**src/rtl/dut_regfile_pkg.sv**
```systemverilog
// Shared command/state encodings and sizing helpers for the command-driven register file.
package dut_regfile_pkg;

    typedef enum logic [3:0] {
        CMD_NOP  = 4'd0,
        CMD_WR   = 4'd1,
        CMD_RD   = 4'd2,
        CMD_INC  = 4'd3,
        CMD_DEC  = 4'd4,
        CMD_CLR  = 4'd5,
        CMD_FILL = 4'd6
    } cmd_e;

    typedef enum logic {
        IDLE  = 1'b0,
        SWEEP = 1'b1
    } state_e;

    localparam int unsigned DEFAULT_ADR_W = 4;

    function automatic int unsigned num_entries(input int unsigned adr_w);
        return 32'd1 << adr_w;
    endfunction

    localparam int unsigned NUM_ENTRIES = num_entries(DEFAULT_ADR_W);

    // Codes 7..15 are reserved and counted as errors when seen in IDLE.
    function automatic logic is_legal(input logic [3:0] code);
        return code <= 4'd6;
    endfunction

endpackage

```
**src/rtl/dut_regfile_if.sv**
```systemverilog
// Command bus carrying the cmd/adr/data triple from the driver to the register file.
interface dut_if #(
    parameter int unsigned ADR_W  = 4,
    parameter int unsigned DATA_W = 4
);
    logic [3:0]        cmd;
    logic [ADR_W-1:0]  adr;
    logic [DATA_W-1:0] data;

    modport master (output cmd, adr, data);
    modport slave  (input  cmd, adr, data);
endinterface

```
**src/rtl/dut_regfile_mem.sv**
```systemverilog
// Storage array: one write port, one combinational read port, asynchronous clear.
module dut_regfile_mem
    import dut_regfile_pkg::*;
#(
    parameter int unsigned DATA_W = 4,
    parameter int unsigned ADR_W  = 4
) (
    input  logic              clk,
    input  logic              rst_n,
    input  logic              we,
    input  logic [ADR_W-1:0]  waddr,
    input  logic [DATA_W-1:0] wdata,
    input  logic [ADR_W-1:0]  raddr,
    output logic [DATA_W-1:0] rdata
);

    logic [DATA_W-1:0] mem [num_entries(ADR_W)];

    always_ff @(posedge clk or negedge rst_n) begin
        if (!rst_n) begin
            mem <= '{default: '0};
        end else if (we) begin
            mem[waddr] <= wdata;
        end
    end

    assign rdata = mem[raddr];

endmodule

```
**src/rtl/dut_regfile.sv**
```systemverilog
// Register file top: command FSM, sweep pointer, registered read result and saturating status counters.
module dut_regfile
    import dut_regfile_pkg::*;
#(
    parameter int unsigned DATA_W = 4,
    parameter int unsigned ADR_W  = 4,
    parameter int unsigned CNT_W  = 8
) (
    input  logic              clk,
    input  logic              rst_n,
    dut_if.slave              bus,
    output logic [DATA_W-1:0] rdata,
    output logic              rvalid,
    output logic              busy,
    output logic [CNT_W-1:0]  drop_cnt,
    output logic [CNT_W-1:0]  err_cnt
);

    state_e            state;
    logic [ADR_W-1:0]  ptr;
    logic [DATA_W-1:0] sweep_val;

    logic              we;
    logic [ADR_W-1:0]  waddr;
    logic [DATA_W-1:0] wdata;
    logic [DATA_W-1:0] rd_val;

    dut_regfile_mem #(
        .DATA_W (DATA_W),
        .ADR_W  (ADR_W)
    ) u_mem (
        .clk   (clk),
        .rst_n (rst_n),
        .we    (we),
        .waddr (waddr),
        .wdata (wdata),
        .raddr (bus.adr),
        .rdata (rd_val)
    );

    // Write port mux; wdata doubles as the INC/DEC result returned on rdata.
    always_comb begin
        we    = 1'b0;
        waddr = bus.adr;
        wdata = bus.data;
        if (state == SWEEP) begin
            we    = 1'b1;
            waddr = ptr;
            wdata = sweep_val;
        end else begin
            case (cmd_e'(bus.cmd))
                CMD_WR:  we = 1'b1;
                CMD_INC: begin
                    we    = 1'b1;
                    wdata = rd_val + DATA_W'(1);
                end
                CMD_DEC: begin
                    we    = 1'b1;
                    wdata = rd_val - DATA_W'(1);
                end
                default: we = 1'b0;
            endcase
        end
    end

    always_ff @(posedge clk or negedge rst_n) begin
        if (!rst_n) begin
            state     <= IDLE;
            ptr       <= '0;
            sweep_val <= '0;
            rdata     <= '0;
            rvalid    <= 1'b0;
            busy      <= 1'b0;
            drop_cnt  <= '0;
            err_cnt   <= '0;
        end else begin
            rvalid <= 1'b0;
            case (state)
                IDLE: begin
                    if (!is_legal(bus.cmd)) begin
                        if (err_cnt != '1) err_cnt <= err_cnt + CNT_W'(1);
                    end
                    case (cmd_e'(bus.cmd))
                        CMD_RD: begin
                            rdata  <= rd_val;
                            rvalid <= 1'b1;
                        end
                        CMD_INC, CMD_DEC: begin
                            rdata  <= wdata;
                            rvalid <= 1'b1;
                        end
                        CMD_CLR, CMD_FILL: begin
                            sweep_val <= (cmd_e'(bus.cmd) == CMD_FILL) ? bus.data : '0;
                            ptr       <= '0;
                            busy      <= 1'b1;
                            state     <= SWEEP;
                        end
                        default: ;
                    endcase
                end
                SWEEP: begin
                    if (bus.cmd != CMD_NOP) begin
                        if (drop_cnt != '1) drop_cnt <= drop_cnt + CNT_W'(1);
                    end
                    ptr <= ptr + ADR_W'(1);
                    if (&ptr) begin
                        busy  <= 1'b0;
                        state <= IDLE;
                    end
                end
                default: state <= IDLE;
            endcase
        end
    end

endmodule

```
**src/flat_wrapper.sv**
```systemverilog
// flat-port wrapper written by rule: the top's interface ports become plain ports
module dut_regfile_flat import dut_regfile_pkg::*;
#(
    parameter int unsigned DATA_W = 4,
    parameter int unsigned ADR_W  = 4,
    parameter int unsigned CNT_W  = 8
)
  (clk, rst_n, rdata, rvalid, busy, drop_cnt, err_cnt, bus_cmd, bus_adr, bus_data);
  dut_if #(.ADR_W(ADR_W), .DATA_W(DATA_W)) bus_i ();
  input  logic clk;
  input  logic rst_n;
  output logic [DATA_W-1:0] rdata;
  output logic rvalid;
  output logic busy;
  output logic [CNT_W-1:0] drop_cnt;
  output logic [CNT_W-1:0] err_cnt;
  input wire logic [$bits(bus_i.cmd)-1:0] bus_cmd;
  input wire logic [$bits(bus_i.adr)-1:0] bus_adr;
  input wire logic [$bits(bus_i.data)-1:0] bus_data;
  assign bus_i.cmd = bus_cmd;
  assign bus_i.adr = bus_adr;
  assign bus_i.data = bus_data;
  dut_regfile #(.DATA_W(DATA_W), .ADR_W(ADR_W), .CNT_W(CNT_W)) u_core (.clk(clk), .rst_n(rst_n), .bus(bus_i), .rdata(rdata), .rvalid(rvalid), .busy(busy), .drop_cnt(drop_cnt), .err_cnt(err_cnt));
endmodule
```
**config.mk**
```make
export PLATFORM = sky130hd
export DESIGN_NAME = dut_regfile_flat
export DESIGN_NICKNAME = d
export VERILOG_FILES = /design/src/rtl/dut_regfile_pkg.sv /design/src/rtl/dut_regfile_if.sv /design/src/rtl/dut_regfile_mem.sv /design/src/rtl/dut_regfile.sv /design/src/flat_wrapper.sv
export SDC_FILE = /design/constraint.sdc
export NUM_CORES = 1
export LEC_CHECK = 0
export ABC_AREA = 1
export BUFFER_PORTS_ARGS = -buffer_cell sky130_fd_sc_hd__buf_2
export CORE_MARGIN = 2
export CORE_UTILIZATION = 40
export CTS_BUF_LIST = sky130_fd_sc_hd__clkbuf_4 sky130_fd_sc_hd__clkbuf_8
export DETAILED_ROUTE_END_ITERATION = 6
export PLACE_DENSITY_LB_ADDON = 0.2
export SLEW_MARGIN = 20
export SYNTH_ARGS = -nofsm -noshare
export SYNTH_HDL_FRONTEND = slang
export SYNTH_HIERARCHICAL = 1
export SYNTH_SLANG_ARGS = --single-unit
export TNS_END_PERCENT = 100
```
**constraint.sdc**
```tcl
create_clock -name clk -period 4.95 [get_ports clk]
set_clock_uncertainty 0.2 [all_clocks]
set_input_delay 0.99 -clock clk [delete_from_list [all_inputs] [get_ports clk]]
set_output_delay 0.99 -clock clk [all_outputs]
set_load 0.05 [all_outputs]
```
==> results of run 1 <==
==> where the power goes <==
part           leakage [uW]  internal [uW]  total (uW)  switching [uW]
logic               0.00140            374        1340             968
registers           0.00122           1090        1270             185
clock network     0.0000963            220         480             260
total               0.00271           1680        3100            1410
==> worst max-delay path by stage <==
stage / to / slack [ps] / depth (start not counted)
global placement: u_core/u_mem/mem[14] / 780 / 18
floorplan: u_core/u_mem/mem[46] / 1510 / 19
detailed placement: u_core/u_mem/mem[46] / 670 / 18
finish: u_core/u_mem/mem[46] / 1010 / 18
global route: u_core/u_mem/mem[46] / 580 / 20
CTS: u_core/u_mem/mem[46] / 1070 / 18
==> final cells by class <==
| type | instances | area, sq um |
|---|---|---|
| tap | 147 | 184 |
| inverter | 100 | 378 |
| clock buffer | 13 | 166 |
| multi-input combinational | 428 | 2100 |
| sequential | 95 | 2380 |
| clock inverter | 3 | 17.5 |
| timing repair buffer | 39 | 208 |
| fill | 1231 | 6580 |
==> logic make-up (layout without fill, tap and decap cells) <==
logic type                 count (synthesis)  in the layout
DFF                                       95             95
adders and majority gates                  4              4
and+or+nand+nor                          315            315
xor gates and xnor gates                  16             16
muxes                                      1              1
AOI/OAI and AO/OA                         92             92
buffers and inverters                    115            155
==> metrics by stage <==
| step | util, % | hold WS (ps) |
|---|---|---|
| floorplan | - | 249 |
| global placement | 43.7 | 265 |
| detailed placement | 43.7 | 271 |
| CTS | 45.2 | 294 |
| global route | 45.2 | 318 |
| finish | 45.2 | 290 |
==> layer usage <==
metal | global-route usage, % | vias up | share of wire [%]
li1 | - | 2083 | -
met1 | 26.4 | 1938 | 49
met2 | 30.1 | 55 | 46
met3 | 3.00 | 17 | 2.6
met4 | 7.63 | 0 | 2.1
met5 | 0 | - | 0
==> Yosys cell counts, drive strengths merged <==
master,instances,area share [%]
o211ai,2,0.41
ha,4,1.0
inv,100,7.7
o21ai,78,8.0
buf,9,1.1
nor2,24,2.3
nand4,5,0.63
or2,1,0.13
a31oi,1,0.43
xor2,8,1.4
dfrtp,95,48
clkbuf,6,0.46
a21oi,9,1.3
nor4,1,0.13
mux2,1,0.23
nand2,197,15
nor3b,1,0.15
o22ai,1,0.13
nor3,5,1.0
nand3,81,8.2
xnor2,8,1.4
o21a,1,0.15
==> sequential cells by signal, summed over array words and instances, names as in the netlist <==
| register | cells |
|---|---|
| u_core/err_cnt | 8 |
| u_core/rdata | 4 |
| u_core/busy | 1 |
| u_core/rvalid | 1 |
| u_core/state | 1 |
| u_core/drop_cnt | 8 |
| u_core/u_mem/mem | 64 |
| u_core/sweep_val | 4 |
| u_core/ptr | 4 |
==> critical path: cells and delay by family <==
family / cells / cell delay [ps]
AO/OA/AOI/OAI: 2 / 610
XOR/XNOR: 1 / 160
adder cells (fa/ha/maj): 1 / 170
buffers and inverters: 5 / 1180
AND/OR/NAND/NOR: 9 / 910
==> out/summary.txt, run 1 <==
Largest family of logic cells by synthesized area: simple AND/OR/NAND/NOR gates
Fin cells: 825
Slowest cell delay on critical path: 490 ps
# DRC: 0
PwrDens: 570 nW/um^2
IO Port Bufs: 35
Worst-path clk slew: 80 ps
Core Footprint: 12000 sq um
DR vias: 4093
Fin. max-slew vios: 0
Initial antenna violation count: 0
Die area: 13200 sq um
Cts hold-fix bufs: 0
Leading cell type in the layout, fill and taps excluded: nand2_1
R2R depth: 18
Total global-route track usage: 19.1%
Total wire length: 11.7 mm
Synth Area in Simple Gates: 28.1%
Synth Area in Compound Gates: 10.4%
Htree depth: 3
CP max stage cell: inv_1
Detail Route Antenna Nets: 0
Post_cts resized: 0
Final setup violation count: 0
Post-DP HPWL: 8.43 mm
Clock buffers created by TritonCTS: 9
Post-CTS repair timing setup buffer count: 0
FF-to-FF setup slack: 1940 ps
GP Congestion: 0.843
CP Cell Sequence: buf_2 > inv_1 > nand3_1 > nand3_1 > nand3_1 > nand2_1 > nand3_1 > nand2_1 > inv_1 > ha_1 > inv_1 > nand2_1 > xor2_1 > nand2_1 > nand3_1 > o21ai_0 > inv_1 > o21ai_0
Fin. Hold Viols: 0
Initial Util: 41.1%
Dpl ws: 670 ps
Yosys reg bits: 95
Mux contribution to synthesized area: 0.228%
Synth cell types: 35
WL per Instance: 14.2 um
Yosys synthesis warning count: 6
Total power: 3100 uW
TritonCTS Sinks: 95
Die Ht: 115 um
Period utilisation layout: 79.6%
Area Growth Syn to Fin: 10.1%
Hold path start: u_core/u_mem/mem[10]
RSZ-0062 raised after global routing: no
Syn_area_per_cell: 7.73 sq um
Static leakage: 0.00271 uW
Max_cap viols: 0
Mapped Area: 4930 sq um
Crit path launch type: primary input
Worst setup startpoint: bus_adr[1]
Synthesized Nets: 656
DRT Pass-1 Iters: 5
Minimum clock period: 3940 ps
Seq/Total Area, Yosys: 48.2%
Largest net degree at the start of global routing: 64
# rows: 40
Global-route wire length before repair: 19.5 mm
WP data arrival: 4020 ps
Post-route cell area: 5430 sq um
Final worst setup slack: 1010 ps
Clock Tree Buf Depth: 2
Gate Count Post-Synth: 638
Worst R2R End: u_core/u_mem/mem[46]
Status: finished clean
Top cell by count, worst path: nand3_1
# diodes: 0
Max_slew headroom: 43.9%
Max FO, Critical Path: 18
DP Area: 5250 sq um
Die width: 115 um
Clk root buf: clkbuf_8
Peak supply drop: 0.000426 V
WHS Path Cells: 2
GRT overflow: 0
Via/cell ratio: 4.96
DR iter-0 viols: 187
Data required time of the critical path: 5030 ps
Layout cells sized above 1: 12.5%
Clock Latency Late Sink: 380 ps
Synth Area in XOR/XNOR: 2.84%
Worst r2r src: u_core/u_mem/mem[13]
Fmax: 254 MHz
Nets: 691
Setup TNS: 0 ps
Worst Hold Class: flop to flop
CTS tree: built
Slew @ Worst Pin: 833 ps
I/O pin count: 36
CP Capture Type: flop
Post-placement cell count: 809
CP Class: primary input to flop
Hold endpoint: u_core/u_mem/mem[10]
Synthesized-area fraction occupied by adder cells: 1.01%
Most frequent cells in the layout: 191 x nand2_1, 95 x inv_1, 95 x dfrtp_1
Vias in the first global route: 3850
Note: power is estimated with default switching activity, not from simulation.
==> run 2, diff against run 1 <==
--- a/config.mk
+++ b/config.mk
@@ -5,7 +5,7 @@
 export SDC_FILE = /design/constraint.sdc
 export NUM_CORES = 1
 export LEC_CHECK = 0
-export ABC_AREA = 1
+export ABC_AREA = 0
 export BUFFER_PORTS_ARGS = -buffer_cell sky130_fd_sc_hd__buf_2
 export CORE_MARGIN = 2
 export CORE_UTILIZATION = 40
==> constraint.sdc (replaced) <==
create_clock -name clk -period 3.5 [get_ports clk]
set_clock_uncertainty 0.2 [all_clocks]
set_input_delay 0.7 -clock clk [delete_from_list [all_inputs] [get_ports clk]]
set_output_delay 0.7 -clock clk [all_outputs]
set_load 0.05 [all_outputs]
==> run 2 against run 1 <==
Compared with the run above:
- register-to-register slack lost 1500 ps
- via count down 23%
- count of clock-buffer cells in the layout down 2
- worst setup slack got worse by 730 ps
- cell area increased by 0.51%
- sequential cell count stayed put
- die area shrank 2.7%
- non-clock buffer count increased by 18
- routed wire length down 13%
- combinational power increased by 60%
- critical path depth fell by 5
- final cell count decreased by 31%
- critical endpoint is now u_core/u_mem/mem[11]
==> out/summary.txt, run 2 <==
Synthesized Nets: 388 (-41%)
Worst R2R End: u_core/u_mem/mem[54]
WL per Instance: 17.7 um (+25%)
Seq/Total Area, Yosys: 49.6% (+1.4 points)
Fin. max-slew vios: 0 (unchanged)
Slowest cell delay on critical path: 540 ps (+50 ps)
Status: finished clean
Leading cell type in the layout, fill and taps excluded: dfrtp_1
Static leakage: 0.00254 uW (-6.2%)
Worst Hold Class: primary input to asynchronous set/reset pin
Total power: 4790 uW (+55%)
EDFF count, synth: 0 (unchanged)
Die Ht: 114 um (-1.3%)
GP Congestion: 0.845 (+0.30%)
R2R depth: 11 (-7)
DP Area: 5250 sq um (about the same)
Top cell by count, worst path: buf_4
# diodes: 0 (unchanged)
I/O pin count: 36 (unchanged)
Clock buffers created by TritonCTS: 9 (unchanged)
Period utilisation layout: 91.9%
Largest net degree at the start of global routing: 53 (-17%)
Async set-reset flop share out of synthesis: 100% (unchanged)
Synth top cells by count: 95 x dfrtp_1, 70 x mux2_2, 21 x nand3_1, 21 x nor2_1, 18 x nand2_1
Core Footprint: 11600 sq um (-3.7%)
Layout cells sized above 1: 35.7% (+23 points)
PwrDens: 878 nW/um^2 (+54%)
Fin util: 47.2% (+2.0 points)
Initial antenna violation count: 0 (unchanged)
Clock Tree Buf Depth: 2 (unchanged)
Htree depth: 3 (unchanged)
CP Capture Type: flop
Worst setup endpoint: u_core/u_mem/mem[11]
Crit path launch type: primary input
Cts hold-fix bufs: 0 (unchanged)
Syn_area_per_cell: 13.0 sq um (+68%)
Post-CTS repair timing setup buffer count: 0 (unchanged)
Setup TNS: 0 ps (unchanged)
Post_cts resized: 0 (unchanged)
Yosys reg bits: 95 (unchanged)
Fin. Hold Viols: 0 (unchanged)
Hold slack: 159 ps (-131 ps)
Initial Util: 41.5% (+0.42 points)
Slew @ Worst Pin: 693 ps (-140 ps)
Detail Route Antenna Nets: 0 (unchanged)
Total wire length: 10.1 mm (-13%)
Peak supply drop: 0.000283 V (-34%)
FF-to-FF setup slack: 430 ps (-1510 ps)
Worst r2r src: u_core/u_mem/mem[57]
Worst setup startpoint: bus_adr[0]
Post-route cell area: 5460 sq um (+0.51%)
Global-route wire length before repair: 16.8 mm (-14%)
Area share of the leading cell type in the synthesized netlist: 49.6% (+1.4 points)
Total global-route track usage: 16.9% (-2.2 points)
Top_reg_cell synth: dfrtp_1
Biggest regs: u_core/u_mem/mem x64, u_core/drop_cnt x8, u_core/err_cnt x8
Clk root buf: clkbuf_8
RSZ-0062 raised after global routing: no
DR vias: 3149 (-23%)
Largest delay share family, worst path: multiplexers
WP data arrival: 3330 ps (-690 ps)
DRT Pass-1 Iters: 4 (-1)
Gate Count Post-Synth: 370 (-42%)
Crit path buffers/inverters: 5 (unchanged)
Max_slew headroom: 53.8% (+9.9 points)
Clock Latency Late Sink: 380 ps (about the same)
Mapped Area: 4800 sq um (-2.7%)
Nets: 441 (-36%)
Die area: 12900 sq um (-2.7%)
Minimum clock period: 3220 ps
Max_cap viols: 0 (unchanged)
GRT overflow: 0 (unchanged)
Max FFs per register: 64 (unchanged)
Die width: 114 um (-1.3%)
# rows: 39 (-2.5%)
Worst-path clk slew: 90 ps (about the same)
CP Cell Sequence: buf_2 > buf_4 > buf_4 > mux4_1 > nand3_1 > nand3_1 > buf_4 > nor3_1 > mux2i_1 > mux2i_1 > a221oi_1 > buf_12 > mux2_2
Yosys synthesis warning count: 6 (unchanged)
Top-count cell post-synth: dfrtp_1
CP max stage cell: mux4_1
Most frequent cells in the layout: 95 x dfrtp_1, 70 x mux2_2, 34 x buf_2
Max FO, Critical Path: 16 (-2)
Vias in the first global route: 3219 (-16%)
Post-DP HPWL: 7.21 mm (-14%)
Synth area leaders: dfrtp_1 50%, mux2_2 16%, mux4_1 7.7%, nand3_1 2.2%, xnor2_1 1.8%
# DRC: 0 (unchanged)
Data required time of the critical path: 3610 ps (-1420 ps)
Area Growth Syn to Fin: 13.7%
DR iter-0 viols: 205 (+9.6%)
Fmax: 311 MHz
Final setup violation count: 0 (unchanged)
Synth cell types: 50 (+43%)
IO Port Bufs: 35 (unchanged)
Cell count along the critical path: 13 (-5)
CTS tree: built
Largest register by flop count: u_core/u_mem/mem
CP Class: primary input to flop
TritonCTS Sinks: 95 (unchanged)
Via/cell ratio: 5.51 (+11%)
Largest area contributor in the netlist: dfrtp_1
==> run 2: how the worst min path moves through the flow <==
stage           startpoint                 end  slack (ps)
2_1_floorplan        rst_n         u_core/busy         200
3_3_place_gp   u_core/busy         u_core/busy         250
3_5_place_dp   u_core/busy         u_core/busy         270
4_1_cts              rst_n  u_core/drop_cnt[6]         170
5_1_grt              rst_n  u_core/drop_cnt[6]         200
6_report             rst_n  u_core/drop_cnt[6]         160
==> run 2: logic make-up (layout without fill, tap and decap cells) <==
| kind of cell | Yosys count | count (layout) | synth area share, % |
|---|---|---|---|
| AOI/OAI and AO/OA | 34 | 34 | 5.11 |
| xor gates and xnor gates | 20 | 20 | 3.65 |
| adders and majority gates | 4 | 4 | 1.04 |
| buffers and inverters | 24 | 82 | 2.79 |
| DFF | 95 | 95 | 49.6 |
| muxes | 94 | 94 | 26.8 |
| and+or+nand+nor | 99 | 99 | 11.0 |
==> run 2: power breakdown <==
| part | internal, uW | switching [uW] | total (uW) |
|---|---|---|---|
| Clock | 368 | 382 | 750 |
| Combinational | 972 | 1170 | 2140 |
| Sequential | 1580 | 322 | 1900 |
| Total | 2920 | 1880 | 4790 |
==> run 2: layer usage <==
layer | global-route usage (%) | wire [um]
met4 | 8.21 | 278
met2 | 26.2 | 4670
met1 | 23.0 | 4840
met3 | 3.24 | 343
met5 | 0 | 0
==> run 2: area by class of cell <==
| type | instances | area [sq um] |
|---|---|---|
| repair buffers | 57 | 368 |
| clock buffers | 11 | 151 |
| multi-input cells | 251 | 2290 |
| flip-flops and latches | 95 | 2380 |
| well taps | 143 | 179 |
| clock inverters | 5 | 56.3 |
| inverters | 9 | 33.8 |
| fillers | 1053 | 6110 |
==> run 2: per-stage QoR <==
stage | instances | setup slack (ps)
final | 571 | 284
after detailed placement | 555 | -84.6
after global routing | 571 | 103
after floorplan | 370 | 58.6
after global placement | 555 | -95.5
after CTS | 571 | 291
